<file path="config.mk">
export PLATFORM = sky130hd
export DESIGN_NAME = uart_tx_arbiter_flat
export DESIGN_NICKNAME = d
export VERILOG_FILES = /design/src/rtl/uart_pkg.sv /design/src/rtl/uart_tx_arbiter_if.sv /design/src/rtl/uart_tx_arbiter_rr_pick.sv /design/src/rtl/uart_tx_arbiter.sv /design/src/flat_wrapper.sv
export SDC_FILE = /design/constraint.sdc
export NUM_CORES = 1
export LEC_CHECK = 0
export BUFFER_PORTS_ARGS = -buffer_cell sky130_fd_sc_hd__buf_2
export CORE_ASPECT_RATIO = 1.25
export CORE_MARGIN = 5
export CORE_UTILIZATION = 35
export DETAILED_ROUTE_END_ITERATION = 8
export PLACE_DENSITY = 0.56
export REMOVE_ABC_BUFFERS = 1
export SLEW_MARGIN = 40
export SYNTH_ARGS = -nofsm -noshare
export SYNTH_HDL_FRONTEND = slang
export SYNTH_SLANG_ARGS = --single-unit
</file>
<file path="constraint.sdc">
create_clock -name clk -period 4.6 [get_ports clk]
set_input_delay 0.23 -clock clk [delete_from_list [all_inputs] [get_ports clk]]
set_output_delay 0.23 -clock clk [all_outputs]
set_load 0.02 [all_outputs]
</file>
<file path="src/rtl/uart_pkg.sv">
// uart_pkg: shared constants and FSM encoding for the serial block.
// Imported by the TX arbiter, its interface and its selector.
package uart_pkg;

  localparam int BYTE_W            = 8;
  localparam int MAX_BURST_DEF     = 16;
  localparam int STALL_TIMEOUT_DEF = 64;

  typedef enum logic [1:0] {
    IDLE      = 2'd0,
    SEND      = 2'd1,
    WAIT_BUSY = 2'd2,
    WAIT_DONE = 2'd3
  } state_e;

  function automatic int ptr_w(input int n);
    return (n > 1) ? $clog2(n) : 1;
  endfunction

endpackage

</file>
<file path="src/rtl/uart_tx_arbiter_if.sv">
// uart_tx_arbiter_if: per-requester byte stream bundle.
// master = requester side, slave = arbiter side.
interface uart_tx_arbiter_if
  import uart_pkg::*;
#(
  parameter int NUM_REQ = 3
) ();

  logic [NUM_REQ-1:0]        req_valid;
  logic [BYTE_W*NUM_REQ-1:0] req_data;
  logic [NUM_REQ-1:0]        req_last;
  logic [NUM_REQ-1:0]        req_ready;

  modport master (
    output req_valid,
    output req_data,
    output req_last,
    input  req_ready
  );

  modport slave (
    input  req_valid,
    input  req_data,
    input  req_last,
    output req_ready
  );

endinterface

</file>
<file path="src/rtl/uart_tx_arbiter_rr_pick.sv">
// rr_pick: combinational round-robin selector.
// First set request at or above i_ptr, wrapping to 0.
module rr_pick
  import uart_pkg::*;
#(
  parameter  int NUM_REQ = 3,
  localparam int PW      = ptr_w(NUM_REQ)
) (
  input  logic [NUM_REQ-1:0] i_req,
  input  logic [PW-1:0]      i_ptr,
  output logic [NUM_REQ-1:0] o_onehot,
  output logic [PW-1:0]      o_idx,
  output logic               o_any
);

  always_comb begin
    o_onehot = '0;
    o_idx    = '0;
    o_any    = 1'b0;
    for (int k = 0; k < NUM_REQ; k++) begin
      int j;
      j = (int'(i_ptr) + k) % NUM_REQ;
      if (!o_any && i_req[j]) begin
        o_any       = 1'b1;
        o_onehot[j] = 1'b1;
        o_idx       = PW'(j);
      end
    end
  end

endmodule

</file>
<file path="src/rtl/uart_tx_arbiter.sv">
// uart_tx_arbiter: packet-granular round-robin sharing of one
// async_transmitter between NUM_REQ byte-stream requesters.
module uart_tx_arbiter
  import uart_pkg::*;
#(
  parameter int NUM_REQ       = 3,
  parameter int MAX_BURST     = MAX_BURST_DEF,
  parameter int STALL_TIMEOUT = STALL_TIMEOUT_DEF
) (
  input  logic               clk,
  input  logic               rst_n,
  uart_tx_arbiter_if.slave   req,
  output logic [NUM_REQ-1:0] grant,
  output logic               tx_start,
  output logic [BYTE_W-1:0]  tx_data,
  input  logic               tx_busy,
  output logic               active
);

  localparam int PW = ptr_w(NUM_REQ);

  localparam logic [1:0] ST_IDLE      = IDLE;
  localparam logic [1:0] ST_SEND      = SEND;
  localparam logic [1:0] ST_WAIT_BUSY = WAIT_BUSY;
  localparam logic [1:0] ST_WAIT_DONE = WAIT_DONE;

  localparam logic [7:0]    BURST_MAX = 8'(MAX_BURST);
  localparam logic [15:0]   STALL_MAX = 16'(STALL_TIMEOUT);
  localparam logic [PW-1:0] LAST_IDX  = PW'(NUM_REQ - 1);

  logic [1:0]         r_state;
  logic [NUM_REQ-1:0] r_grant;
  logic [PW-1:0]      r_gidx;
  logic [PW-1:0]      r_rr_ptr;
  logic               r_tx_start;
  logic [BYTE_W-1:0]  r_tx_data;
  logic               r_last;
  logic [7:0]         r_burst_cnt;
  logic [15:0]        r_stall_cnt;

  logic [NUM_REQ-1:0] w_win;
  logic [PW-1:0]      w_win_idx;
  logic               w_any;
  logic               w_valid;
  logic               w_last;
  logic [BYTE_W-1:0]  w_data;
  logic               w_hs;
  logic [15:0]        w_stall_nxt;
  logic               w_stall_hit;
  logic               w_pkt_end;
  logic [PW-1:0]      w_next_ptr;

  rr_pick #(
    .NUM_REQ (NUM_REQ)
  ) u_pick (
    .i_req    (req.req_valid),
    .i_ptr    (r_rr_ptr),
    .o_onehot (w_win),
    .o_idx    (w_win_idx),
    .o_any    (w_any)
  );

  assign w_valid = req.req_valid[r_gidx];
  assign w_last  = req.req_last[r_gidx];
  assign w_data  = req.req_data[BYTE_W*r_gidx +: BYTE_W];

  // A byte is only taken when the transmitter is idle.
  assign w_hs = (r_state == ST_SEND) && !tx_busy && w_valid;

  assign w_stall_nxt = (r_stall_cnt >= STALL_MAX) ?
                       STALL_MAX : r_stall_cnt + 16'd1;
  assign w_stall_hit = (w_stall_nxt == STALL_MAX);

  assign w_pkt_end  = r_last || (r_burst_cnt == BURST_MAX);
  assign w_next_ptr = (r_gidx == LAST_IDX) ?
                      '0 : r_gidx + 1'b1;

  assign req.req_ready = w_hs ? r_grant : '0;

  assign grant    = r_grant;
  assign tx_start = r_tx_start;
  assign tx_data  = r_tx_data;
  assign active   = (r_state != ST_IDLE);

  always_ff @(posedge clk or negedge rst_n) begin
    if (!rst_n) begin
      r_state     <= ST_IDLE;
      r_grant     <= '0;
      r_gidx      <= '0;
      r_rr_ptr    <= '0;
      r_tx_start  <= 1'b0;
      r_tx_data   <= '0;
      r_last      <= 1'b0;
      r_burst_cnt <= '0;
      r_stall_cnt <= '0;
    end else begin
      r_tx_start <= 1'b0;
      unique case (r_state)
        ST_IDLE: begin
          if (w_any) begin
            r_grant     <= w_win;
            r_gidx      <= w_win_idx;
            r_burst_cnt <= '0;
            r_stall_cnt <= '0;
            r_state     <= ST_SEND;
          end
        end
        ST_SEND: begin
          if (w_hs) begin
            r_tx_data   <= w_data;
            r_last      <= w_last;
            r_burst_cnt <= r_burst_cnt + 8'd1;
            r_stall_cnt <= '0;
            r_tx_start  <= 1'b1;
            r_state     <= ST_WAIT_BUSY;
          end else if (!w_valid) begin
            r_stall_cnt <= w_stall_nxt;
            if (w_stall_hit) begin
              r_grant  <= '0;
              r_rr_ptr <= w_next_ptr;
              r_state  <= ST_IDLE;
            end
          end
        end
        ST_WAIT_BUSY: begin
          if (tx_busy) begin
            r_state <= ST_WAIT_DONE;
          end
        end
        ST_WAIT_DONE: begin
          if (!tx_busy) begin
            if (w_pkt_end) begin
              r_grant  <= '0;
              r_rr_ptr <= w_next_ptr;
              r_state  <= ST_IDLE;
            end else begin
              r_state <= ST_SEND;
            end
          end
        end
        default: r_state <= ST_IDLE;
      endcase
    end
  end

endmodule

</file>
<file path="src/flat_wrapper.sv">
// flat-port wrapper written by rule: the top's interface ports become plain ports
module uart_tx_arbiter_flat import uart_pkg::*;
#(
  parameter int NUM_REQ       = 3,
  parameter int MAX_BURST     = MAX_BURST_DEF,
  parameter int STALL_TIMEOUT = STALL_TIMEOUT_DEF
)
  (clk, rst_n, grant, tx_start, tx_data, tx_busy, active, req_req_valid, req_req_data, req_req_last, req_req_ready);
  uart_tx_arbiter_if #(.NUM_REQ(NUM_REQ)) req_i ();
  input  logic clk;
  input  logic rst_n;
  output logic [NUM_REQ-1:0] grant;
  output logic tx_start;
  output logic [BYTE_W-1:0] tx_data;
  input  logic tx_busy;
  output logic active;
  input wire logic [$bits(req_i.req_valid)-1:0] req_req_valid;
  input wire logic [$bits(req_i.req_data)-1:0] req_req_data;
  input wire logic [$bits(req_i.req_last)-1:0] req_req_last;
  output wire logic [$bits(req_i.req_ready)-1:0] req_req_ready;
  assign req_i.req_valid = req_req_valid;
  assign req_i.req_data = req_req_data;
  assign req_i.req_last = req_req_last;
  assign req_req_ready = req_i.req_ready;
  uart_tx_arbiter #(.NUM_REQ(NUM_REQ), .MAX_BURST(MAX_BURST), .STALL_TIMEOUT(STALL_TIMEOUT)) u_core (.clk(clk), .rst_n(rst_n), .req(req_i), .grant(grant), .tx_start(tx_start), .tx_data(tx_data), .tx_busy(tx_busy), .active(active));
endmodule
</file>
# Yosys cells after proc, flatten, opt, wreduce, memory -nomap -nowiden
# Cells that the tools add are included.
# classes
shifts,1
bitwise_logic,2
n_eq_ne,16
div,3
order_cmp,8
n_addsub,5
muxes,61
reduce_logical,23
# op_table
operator,count
"32-bit by 1-bit >= comparator with 1-bit output, second input constant",3
"32-bit by 4-bit less-than comparator with 1-bit output, second input constant",3
"32-bit by 3-bit modulo with 32-bit output, second input constant",2
16-bit 2-to-1 mux,4
"3-bit by 3-bit modulo with 32-bit output, second input constant",1
16-bit one-hot mux with 2 select lines,1
2-bit 2-to-1 mux,15
3-bit 2-to-1 mux,10
24-bit by 6-bit indexed part select with 8-bit output,1
1-bit 2-to-1 mux,17
"16-bit by 1-bit adder with 16-bit output, second input constant",1
"16-bit by 7-bit == test with 1-bit output, second input constant",1
"16-bit by 7-bit >= comparator with 1-bit output, second input constant",1
8-bit 2-to-1 mux,2
8-bit one-hot mux with 2 select lines,1
1-bit binary-select mux with 2-bit select,5
"2-bit != test, second input constant",5
3-bit one-hot mux with 3 select lines,1
"8-bit by 1-bit adder with 8-bit output, second input constant",1
"8-bit by 5-bit == test with 1-bit output, second input constant",1
2-bit one-hot mux with 4 select lines,1
1-bit logical AND,7
7-bit AND reduction,1
1-bit demux with 2-bit select,3
20 further kinds,31
# word_totals
input_bits,33
out_inout_bits,16
word_cells,128
regBits,43

# Logic depth before layout (Yosys ltp)
# Gate-level depths: netlist (run 1).
# depth
word_depth,13
ltp_mapped,9
mapped_depth_nobuf,8

# By module
# Synthesis (run 1) repeated with hierarchy kept, for this count alone.
# hier_totals
cells_unflattened,276
area_unflattened_um2,2562.5
# modules_own_cells
module,n_inst,area_per_inst_um2,seq_area_each_um2,cells_per_inst
uart_tx_arbiter,1,2180.8,1076.0,224
rr_pick,1,381.6,0.0,52

# Worst setup path before layout (run 1)
# OpenSTA, ideal clock, no wires.
# synth_timing
kind,register -> register
from,register u_core.r_rr_ptr[1]
to,"register u_core.r_grant[0], in the netlist u_core.grant[0]"
t_arrival_ns,2.201
n_path_buf,1
slack_ns,2.273
path_stages_with_launch,10
setup_ns,0.126
required_time_ns,4.474
synth_period_minus_slack_ns,2.327
cell_sequence,dfrtp_1 -> inv_1 -> ha_1 -> o21bai_1 -> a31o_2 -> a211o_1 -> or2_1 -> buf_2 -> a32o_1 -> a221o_1
# synth_between
elab_chain_len,13
elab_cells_between_ends,45
classes_between,add/sub (2); div (3); order compare (6); eq/ne (1); mux (23); bitwise (2); reduce/logical (8)
# synth_rtl
item,line_no,source
"start, declared",uart_tx_arbiter.sv:34,logic [PW-1:0] r_rr_ptr;
"start signal, assigned",uart_tx_arbiter.sv:120,r_rr_ptr <= w_next_ptr;
"start signal, assigned",uart_tx_arbiter.sv:134,r_rr_ptr <= w_next_ptr;
branches (longest 13 deep; another with 32-bit by 3-bit modulo with 32-bit output),n/a,
"end signal, assigned",uart_tx_arbiter.sv:101,r_grant <= w_win;
"end, declared",uart_tx_arbiter.sv:32,logic [NUM_REQ-1:0] r_grant;
# Parallel ways; which one is timed is not known. The select of a mux whose other input is x is not followed.
# A chain may end at the register's enable or synchronous reset.

# Final worst setup path (run 1)
# layout_timing
from,register u_core.r_gidx[1]
to,output req_req_ready[1]
# layout_between
elab_chain_len,4
# layout_rtl
item,line_no,source
"start, declared",uart_tx_arbiter.sv:33,logic [PW-1:0] r_gidx;
"start signal, assigned",uart_tx_arbiter.sv:102,r_gidx <= w_win_idx;
1-bit binary-select mux with 2-bit select,uart_tx_arbiter.sv:63,assign w_valid = req.req_valid[r_gidx];
1-bit 2-to-1 mux (implied by the code),uart_tx_arbiter.sv:63,
1-bit logical AND,uart_tx_arbiter.sv:68,assign w_hs = (r_state == ST_SEND) && !tx_busy && w_valid;
3-bit 2-to-1 mux,uart_tx_arbiter.sv:78,assign req.req_ready = w_hs ? r_grant : '0;
"end, declared",flat_wrapper.sv:20,output wire logic [$bits(req_i.req_ready)-1:0] req_req_ready;
# No other way between the ends. The select of a mux whose other input is x is not followed.

==> metrics.md, run 1 <==
| Metric | Value |
|---|---|
| Final Hold Vio Count | 0 |
| Clock insertion delay at the later pin of the skew report | 0.30 ns |
| Detail Route Antenna Nets | 0 |
| Num ports | around 50 |
| Met2 wire len | 3270 µm |
| Share of cells above drive strength 1 | 19.9% |
| Worst setup EP type | output pin |
| Leading area contributor after synthesis | dfrtp_1 |
| Final Max Tran Viols | 0 |
| Distinct cell type count after synthesis | between 50 and 60 |
| Vias per cell | ~5.2 |
| Cell row count | 35 |
| Vias in the first global route | between 2000 and 2500 |
| Post-Place Setup Slack | 1.34 ns |
| Worst slew pin tran | 0.780 ns |
| Setup ws final | approximately 1.2 ns |
| R2R Setup Slk | 1.59 ns |
| Max-cap violations | 0 |
| Sequential element share of the synthesized area | between 40% and 50% |
| Total track usage | between 10% and 20% |
| DRC | 0 |
| Die Wd | 86.7 µm |
| Met1 Wirelength | 2650 µm |
| Met3 wire len | between 150 and 200 µm |
| EDFF count, synth | 0 |
| Status | completed |
| Synth top area share | a little over two fifths |
| Slew headroom | between 40 and 50% |
| Synth Instances | about 300 |
| First DRT Iteration DRCs | 200 |
| Starting Density | between 30% and 40% |
| Async S/R FF share, synth | between 90% and 100% |
| Post-Syn Area per Cell | approximately 9 µm² |
| Antenna Cells | 0 |
| CP max-delay cell | or3_2 |
| Initial antenna violation count | 0 |
| Crit path cell chain | nor2b_1, a2bb2oi_1, or3_2, clkinv_1, and2_1, buf_2 |
| Die Height | 106 µm |
| Post-DR wirelength/cell | roughly 15 µm |
| Clk_skew | around 0.0086 ns |
| GPL Wtd Cong | 0.786 |
| Dpl hpwl | 4550 µm |
| Top post-synthesis cells by area | dfrtp_1, o21ai_0, nand2_1, nor2_1, ha_1 |
| Synth warn | 0 |
| Synthesized cell area | approximately 0.0026 mm² |
| H-tree levels | 2 |
| Critical Path AT | between 3 and 4 ns |
| Largest fanout on the critical path | 28 |
| Min-delay worst type | input pin to flop |
| Root Buffer | clkbuf_8 |
| Layout Nets | approximately 380 |
| Final period util | between 70% and 80% |
| Syn-to-layout area delta | 17.1% |
| DIE AREA | around 0.0092 mm² |
| #FFs+latches synth | 43 |
| First-pass GRT wire length | approximately 10000 µm |
| Core outline area | just over 0.007 mm² |
| Static leakage | about 1.4 nW |
| Clock sinks | 43 |
| DR pass1 iterations | 4 |
| RSZ-0062 raised after global routing | false |
| Setup Fix Bufs, Post-CTS | 0 |
| Worst setup path class | flop to output pin |
| Largest net degree at the start of global routing | 44 |
| Finish-stage setup viols | 0 |
| Uppermost layer routed | met4 |
| Startpoint types | flop |
| Clock-pin transition on the worst setup and hold timing paths | approximately 0.090 ns |
| Via count | roughly 2200 |
| WL final | 6220 µm |
| VDD IR max | 0.000209 V |
| Resized cells post-CTS | 0 |
| Port bufs | 48 |
| CTS buffer count | 5 |
| Fin crit period | roughly 3.4 ns |
| Fin Setup TNS | 0 ns |
| Worst Path Required | 4.37 ns |
| GRT overflow | 0 |
| Crit-path max cell delay | 0.74 ns |
| Clk buf depth | 2 |
| Peak Freq | between 200 and 300 MHz |
| Utilization after layout | a little over 40% |
| PD cells | between 500 and 600 mW/mm² |
| CTS tree | built |
| Prevailing post-synth register cell | dfrtp_1 |
==> synth_stat cells (3+ instances only) <==
| cell type | count |
|---|---|
| o21ai_0 | 26 |
| a21oi_1 | 17 |
| nor2_1 | 31 |
| clkbuf_1 | 10 |
| ha_1 | 8 |
| nor4b_1 | 3 |
| dfrtp_1 | 43 |
| nand3_1 | 7 |
| nand3b_1 | 3 |
| xor2_1 | 4 |
| nor4bb_1 | 3 |
| nor2b_1 | 6 |
| nand2b_1 | 4 |
| nand4_1 | 3 |
| nand2_1 | 31 |
| xnor2_1 | 3 |
| o31ai_1 | 4 |
| inv_1 | 12 |
| buf_2 | 3 |
| nor3_1 | 3 |
| mux2_2 | 3 |
| and2_1 | 13 |
| and3_1 | 5 |
| mux2i_1 | 10 |
| a31oi_1 | 3 |
==> worst paths after layout <==
path	endpoint	from	depth (start not counted)
worst max register to register	u_core.r_burst_cnt[6]	u_core.r_gidx[1]	7
worst min-delay path	u_core.tx_data[4]	req_req_data[12]	3
max in group asynchronous	asynchronous set/reset pin	rst_n	2
worst max-delay path	req_req_ready[1]	u_core.r_gidx[1]	6
worst min register to register	u_core.tx_data[1]	u_core.tx_data[1]	2
min in group asynchronous	u_core.r_stall_cnt[6]	rst_n	2
==> final cells by class <==
cell class | count | area (µm²)
well taps | 92 | 115
fillers | 746 | 4260
clock inverters | 2 | 38.8
inverters | 13 | 48.8
repair buffers | 50 | 260
multi-input cells | 222 | 1390
clock buffers | 6 | 82.6
flip-flops and latches | 43 | 1080
==> routing by layer <==
| layer | vias to the layer above | global-route usage (%) |
|---|---|---|
| met5 | - | 0 |
| met4 | 0 | 4.12 |
| li1 | 1119 | - |
| met1 | 1052 | 17.8 |
| met3 | 13 | 2.35 |
| met2 | 50 | 24.1 |
==> registers in the layout, indices dropped and copies added, names as in the netlist, named ones only <==
| register | flops |
|---|---|
| u_core.r_stall_cnt | 16 |
| u_core.tx_start | 1 |
| u_core.r_last | 1 |
| u_core.r_rr_ptr | 2 |
| u_core.r_gidx | 2 |
| u_core.r_burst_cnt | 8 |
| u_core.r_state | 1 |
| u_core.tx_data | 8 |
| u_core.grant | 3 |
==> metrics by stage <==
step	area, µm²	cells	hold WS (ns)	power, W
4_1_cts	3010	428	0.213	0.00174
3_5_place_dp	2880	419	0.263	0.00142
5_1_grt	3010	428	0.228	0.00188
3_3_place_gp	2870	419	0.443	0.00140
6_report	3010	428	0.213	0.00173
2_1_floorplan	2510	278	-0.0656	0.00116
==> cell families after synthesis <==
| logic type | synth area share [%] |
|---|---|
| AOI/OAI and AO/OA | 17.4 |
| adders and majority gates | 4.28 |
| buffers and inverters | 4.52 |
| DFF | 41.8 |
| xor gates and xnor gates | 2.38 |
| and+or+nand+nor | 24.4 |
| muxes | 5.20 |
==> critical path: cells and delay by family (launching register included) <==
family	cells	cell delay [ns]
DFF	1	0.61
and+or+nand+nor	3	1.59
AOI/OAI and AO/OA	1	0.25
buffers and inverters	2	0.40
==> cell usage in the layout, fill, tap and decap left out, types with 3 or more instances in the layout <==
| cell | n |
|---|---|
| o31ai_1 | 4 |
| mux2_2 | 3 |
| nor4b_1 | 3 |
| nor2b_1 | 6 |
| xor2_1 | 4 |
| nor2_1 | 31 |
| clkbuf_8 | 6 |
| inv_1 | 12 |
| nand3_1 | 7 |
| mux2i_1 | 10 |
| o21ai_0 | 26 |
| xnor2_1 | 3 |
| and2_1 | 13 |
| ha_1 | 8 |
| nand3b_1 | 3 |
| a31oi_1 | 3 |
| nor3_1 | 3 |
| and3_1 | 5 |
| buf_2 | 47 |
| nand4_1 | 3 |
| a21oi_1 | 16 |
| nand2b_1 | 4 |
| dfrtp_1 | 43 |
| nor4bb_1 | 3 |
| nand2_1 | 31 |
==> report_power, final <==
part	total, W	leakage [nW]	switching, W	internal (W)
Sequential	0.000593	0.569	0.000120	0.000473
Clock	0.000320	0.0618	0.000142	0.000179
Combinational	0.000815	0.796	0.000489	0.000326
Total	0.00173	1.43	0.000751	0.000978
==> timing repair <==
item	CTS	global route
endpoints found under the setup margin	0	0
hold buffers	1	0
endpoints found under the hold margin	43	0
Note: power is estimated with default switching activity, not from simulation.
==> run 2, diff against run 1 <==
PLACE_DENSITY = 0.58   (was 0.56)
clock period = 3.1 ns   (was 4.6 ns; I/O delays follow)
==> metrics.md, run 2 (same netlist as run 1, synthesis figures left out) <==
| Metric | Value |
|---|---|
| Status | completed |
| First-pass GRT wire length | between 10000 and 15000 µm |
| Comb power frac | 48.9% |
| Crit path buf inv count | 3 |
| Clk_skew | between 0.01 and 0.015 ns |
| CP max-delay cell | dfrtp_1 |
| H-tree levels | 2 |
| Clock sinks | between 40 and 50 |
| Post-DR wirelength/cell | between 10 and 15 µm |
| Final Max Tran Viols | 0 |
| R2R Setup Slk | about 0.43 ns |
| Internal power | 0.00144 W |
| First DRT Iteration DRCs | 234 |
| Die Height | 106 µm |
| Largest Register | u_core.r_stall_cnt |
| CTS buffer count | 5 |
| Peak Freq | ~360 MHz |
| Final non-filler cell total | 431 |
| Clk buf depth | 2 |
| WL final | 6060 µm |
| Share of cells above drive strength 1 | roughly 20% |
| Cts hold-fix bufs | 1 |
| Finish-stage setup viols | 0 |
| Via count | about 2200 |
| Resized cells post-CTS | 0 |
| Setup ws final | around 0.36 ns |
| Max FFs per register | 16 |
| Layout Nets | 379 |
| Largest net degree at the start of global routing | between 40 and 50 |
| Cell count along the critical path | 7 |
| GRT overflow | 0 |
| R2r startpoint | u_core.r_rr_ptr[1] |
| Slew headroom | a little over three fifths |
| Core outline area | about 0.0073 mm² |
| Switching Fraction | about 44% |
| Crit path launch | u_core.r_gidx[0] |
| Initial antenna violation count | 0 |
| CTS tree | built |
| Worst setup path class | flop to output pin |
| Inst Count DP | 422 |
| Fin crit period | roughly 2.7 ns |
| DRC | 0 |
| Vias in the first global route | about 2200 |
| Min-delay worst type | input pin to flop |
| Crit-path max cell delay | ~0.58 ns |
| Clock power share | between 10% and 20% |
| Vias per cell | a little over 5 |
| RSZ-0062 raised after global routing | false |
| Worst setup EP type | output pin |
| Post-Place Setup Slack | ~0.43 ns |
| Starting Density | a little over a third |
| Detail Route Antenna Nets | 0 |
| Most frequent cells in the layout | buf_2, dfrtp_1, nor2_1, nand2_1, o21ai_0 |
| Worst Path Required | approximately 2.9 ns |
| PD cells | 846 mW/mm² |
| DIE AREA | approximately 0.009 mm² |
| Most common cell after layout, fill and taps aside | buf_2 |
| Fillers | 743 |
| Seq pwr share | about a third |
| Static leakage | 1.43 nW |
| Top Family by Delay on Critical Path | simple AND/OR/NAND/NOR gates |
| Total track usage | 14.1% |
| Setup crit end | req_req_ready[1] |
| Max-cap violations | 0 |
| VDD IR max | 0.000266 V |
| Dpl hpwl | 4430 µm |
| Setup Fix Bufs, Post-CTS | 0 |
| Final Hold Vio Count | 0 |
| R2R cell count | 8 |
| Startpoint types | flop |
| DR pass1 iterations | 4 |
| Clock-pin transition on the worst setup and hold timing paths | about 0.090 ns |
| Largest fanout on the critical path | 14 |
| Antenna Cells | 0 |
| Port bufs | 48 |
| Worst slew pin tran | 0.558 ns |
| Psw | about 0.0011 W |
| R2R Path End | u_core.grant[0] |
| Clock insertion delay at the later pin of the skew report | between 0.3 and 0.4 ns |
| Num ports | 49 |
| Utilization after layout | between 40% and 50% |
| Critical Path AT | approximately 2.6 ns |
| Root Buffer | clkbuf_8 |
| Die Wd | 86.7 µm |
| Cell row count | 35 |
| Crit path cell chain | nor2b_1, buf_4, a2bb2oi_1, or3_1, clkinv_1, and2_1, buf_2 |
| Syn-to-layout area delta | 17.6% |
| GPL Wtd Cong | 0.790 |
| Final period util | 88.4% |
## run 2: changes by cell type in the layout (fill, tap and decap cells not counted)
| cell | change |
|---|---|
| buf_4 | +3 |
| or3_2 | -1 |
| or3_1 | +1 |
| clkbuf_8 | -1 |
| clkinvlp_4 | +1 |
## run 2: power by group through the flow
stage | registers, W | logic, W | clock network (W)
after global routing | 0.000886 | 0.00142 | 0.000494
final | 0.000855 | 0.00125 | 0.000454
after CTS | 0.000854 | 0.00126 | 0.000468
after detailed placement | 0.000865 | 0.00126 | 0
after floorplan | 0.000929 | 0.000789 | 0
after global placement | 0.000863 | 0.00123 | 0
## run 2: how the worst min path moves through the flow
stage / slack [ns] / startpoint / end / depth (start not counted)
after floorplan: -0.14 / rst_n / asynchronous set/reset pin / 0
after global placement: 0.37 / rst_n / u_core.r_stall_cnt[10] / 1
after detailed placement: 0.19 / rst_n / u_core.r_stall_cnt[12] / 1
after CTS: 0.12 / req_req_data[12] / u_core.tx_data[4] / 3
after global routing: 0.15 / req_req_data[12] / u_core.tx_data[4] / 3
final: 0.12 / req_req_data[13] / u_core.tx_data[5] / 3
## run 2: metrics by stage
stage / setup TNS (ns) / cell area (µm²) / hold slack [ns] / total power [W]
final: 0 / 3030 / 0.123 / 0.00256
after global routing: 0 / 3030 / 0.148 / 0.00280
after CTS: 0 / 3030 / 0.119 / 0.00259
after detailed placement: 0 / 2900 / 0.188 / 0.00213
after global placement: 0 / 2900 / 0.367 / 0.00210
after floorplan: -0.385 / 2510 / -0.141 / 0.00172
## run 2: worst min-delay path, stage by stage
cell	delay [ns]
buf_2	0.08
a21oi_1	0.05
o21ai_0	0.12
## run 2: layout make-up
class	instances	area [µm²]	area share, %
clock buffer	5	68.8	2.27
inverter	13	48.8	1.61
multi-input combinational	222	1390	45.9
clock inverter	3	46.3	1.53
timing repair buffer	53	283	9.34
tap	92	115	3.80
sequential	43	1080	35.5
## run 2: layer usage
layer  global-route usage (%)  vias up  part of all wire (%)
met1                     17.0     1061                    43
met5                        0        -                     0
met3                     2.58        6                   2.7
li1                         -     1120                     -
met4                     4.12        0                  0.84
met2                     25.3       28                    54
==> run 3, diff against run 2 <==
--- a/config.mk
+++ b/config.mk
@@ -7,10 +7,11 @@
 export LEC_CHECK = 0
 export BUFFER_PORTS_ARGS = -buffer_cell sky130_fd_sc_hd__buf_2
+export CELL_PAD_IN_SITES_DETAIL_PLACEMENT = 1
+export CELL_PAD_IN_SITES_GLOBAL_PLACEMENT = 2
 export CORE_ASPECT_RATIO = 1.25
 export CORE_MARGIN = 5
-export CORE_UTILIZATION = 35
+export CORE_UTILIZATION = 30
 export DETAILED_ROUTE_END_ITERATION = 8
-export PLACE_DENSITY = 0.58
-export REMOVE_ABC_BUFFERS = 1
+export PLACE_DENSITY = 0.77
 export SLEW_MARGIN = 40
 export SYNTH_ARGS = -nofsm -noshare
==> constraint.sdc (replaced) <==
create_clock -name clk -period 3.1 [get_ports clk]
set_input_delay 0.31 -clock clk [delete_from_list [all_inputs] [get_ports clk]]
set_output_delay 0.31 -clock clk [all_outputs]
set_load 0.02 [all_outputs]
==> metrics.md, run 3 (same netlist as run 1, synthesis figures left out) <==
| Metric | Value |
|---|---|
| GRT overflow | 0 |
| Crit path cell chain | inv_1, ha_1, o21bai_1, a31o_2, a211o_1, or2_1, a32o_1, a221o_1 |
| Most frequent cells in the layout | buf_2, dfrtp_1, nor2_1, nand2_1, o21ai_0 |
| RSZ-0062 raised after global routing | false |
| Starting Density | a little under a third |
| Largest net degree at the start of global routing | 44 |
| Inst Count DP | about 430 |
| Resized cells post-CTS | 0 |
| Num ports | between 40 and 50 |
| Die Height | around 110 µm |
| Final period util | between 80% and 90% |
| Worst setup EP type | flop |
| Max-cap violations | 0 |
| H-tree levels | 2 |
| Final non-filler cell total | around 440 |
| Layout Nets | roughly 380 |
| Clock-pin transition on the worst setup and hold timing paths | ~0.090 ns |
| Startpoint types | flop |
| Vias in the first global route | 2400 |
| Final Hold Vio Count | 9 |
| Port bufs | 48 |
| Post-DR wirelength/cell | approximately 15 µm |
| Clock insertion delay at the later pin of the skew report | approximately 0.29 ns |
| Antenna Cells | 0 |
| Worst slew pin tran | between 0.5 and 0.6 ns |
| Detail Route Antenna Nets | 0 |
| Setup ws final | about 0.33 ns |
| Cell row count | 37 |
| Storage cell area | ~0.0011 mm² |
| R2R Setup Slk | 0.33 ns |
| GPL Wtd Cong | approximately 0.76 |
| Setup Fix Bufs, Post-CTS | 0 |
| Via count | 2271 |
| Max FFs per register | 16 |
| Clock sinks | 43 |
| Largest fanout on the critical path | 15 |
| Most common cell after layout, fill and taps aside | buf_2 |
| Crit-path max cell delay | approximately 0.40 ns |
| Slew headroom | between 60% and 70% |
| First DRT Iteration DRCs | 66 |
| Clk_skew | roughly 0.0090 ns |
| Net Count, Synth | approximately 340 |
| Critical Path AT | 2.95 ns |
| Min-delay worst type | input pin to asynchronous set/reset pin |
| Vias per cell | about 5.2 |
| Worst Path Required | 3.28 ns |
| Cts hold-fix bufs | 0 |
| Share of cells above drive strength 1 | 20.6% |
| Finish-stage setup viols | 0 |
| VDD IR max | around 0.00027 V |
| Fillers | approximately 1000 |
| Core outline area | between 0.008 and 0.009 mm² |
| Fin Setup TNS | 0 ns |
| Static leakage | between 1 and 1.5 nW |
| CP max-delay cell | dfrtp_1 |
| Status | complete, but fails checks |
| Hold Slack | -0.0101 ns |
| Initial antenna violation count | 0 |
| First-pass GRT wire length | ~11000 µm |
| Syn-to-layout area delta | 17.8% |
| Total track usage | about an eighth |
| CTS tree | built |
| Peak Freq | 361 MHz |
| DR pass1 iterations | 4 |
| Footprint of the multi-input gates | ~0.0014 mm² |
| WL final | 6540 µm |
| Clk buf depth | 2 |
| Root Buffer | clkbuf_8 |
| Largest Register | u_core.r_stall_cnt |
| CTS buffer count | 5 |
| Final Max Tran Viols | 0 |
| Worst setup path class | flop to flop |
| Die Wd | roughly 93 µm |
| DRC | 0 |
| Dpl hpwl | 4870 µm |
| Post-Place Setup Slack | 0.345 ns |
| Total power | roughly 0.0026 W |
| DIE AREA | around 0.011 mm² |
| Fin crit period | around 2.8 ns |
| Violated checks | hold timing |
| PD cells | between 800 and 900 mW/mm² |
[run 3: power by group]
part,internal (W),total (W),switching (W)
logic,0.000510,0.00129,0.000775
clock network,0.000243,0.000452,0.000209
registers,0.000702,0.000851,0.000149
total,0.00146,0.00259,0.00113
[run 3: area by class of cell]
| type | instances | area share [%] |
|---|---|---|
| tap | 97 | 4.00 |
| sequential | 43 | 35.5 |
| multi-input combinational | 222 | 45.9 |
| inverter | 13 | 1.61 |
| clock inverter | 3 | 1.53 |
| timing repair buffer | 53 | 9.24 |
| clock buffer | 5 | 2.27 |
[run 3: worst max-delay path: cells and delay by family (launching register included)]
kind            cells  cell delay (ns)
compound gates      5             1.47
flops               1             0.40
simple gates        1             0.36
fa+ha+maj           1             0.35
buf+inv             1             0.08
[run 3: metal layers]
| layer | up-vias | global-route usage (%) | wire length, µm | share of wire, % |
|---|---|---|---|---|
| li1 | 1118 | - | - | - |
| met1 | 1121 | 15.3 | 2940 | 45 |
| met2 | 28 | 24.1 | 3400 | 52 |
| met3 | 4 | 1.65 | 155 | 2.4 |
| met4 | 0 | 3.13 | 43 | 0.66 |
| met5 | - | 0 | 0 | 0 |
[run 3: worst paths after layout]
check	cells past startpoint	from	endpoint
setup / recovery	8	u_core.r_rr_ptr[1]	u_core.grant[0]
hold / removal	1	rst_n	u_core.grant[1]
setup reg to reg	8	u_core.r_rr_ptr[1]	u_core.grant[0]
hold reg to reg	2	u_core.tx_data[1]	u_core.tx_data[1]
max in group asynchronous	1	rst_n	u_core.r_stall_cnt[2]
min in group clk	3	req_req_data[15]	u_core.tx_data[7]
[run 3: per-stage QoR]
step           hold WS, ns  area (µm²)  util, %
2_1_floorplan       0.0144        2570        -
3_3_place_gp         0.462        2910     35.1
3_5_place_dp         0.346        2920     35.2
4_1_cts             0.0169        3030     36.6
5_1_grt             0.0455        3030     36.6
6_report           -0.0101        3030     36.6
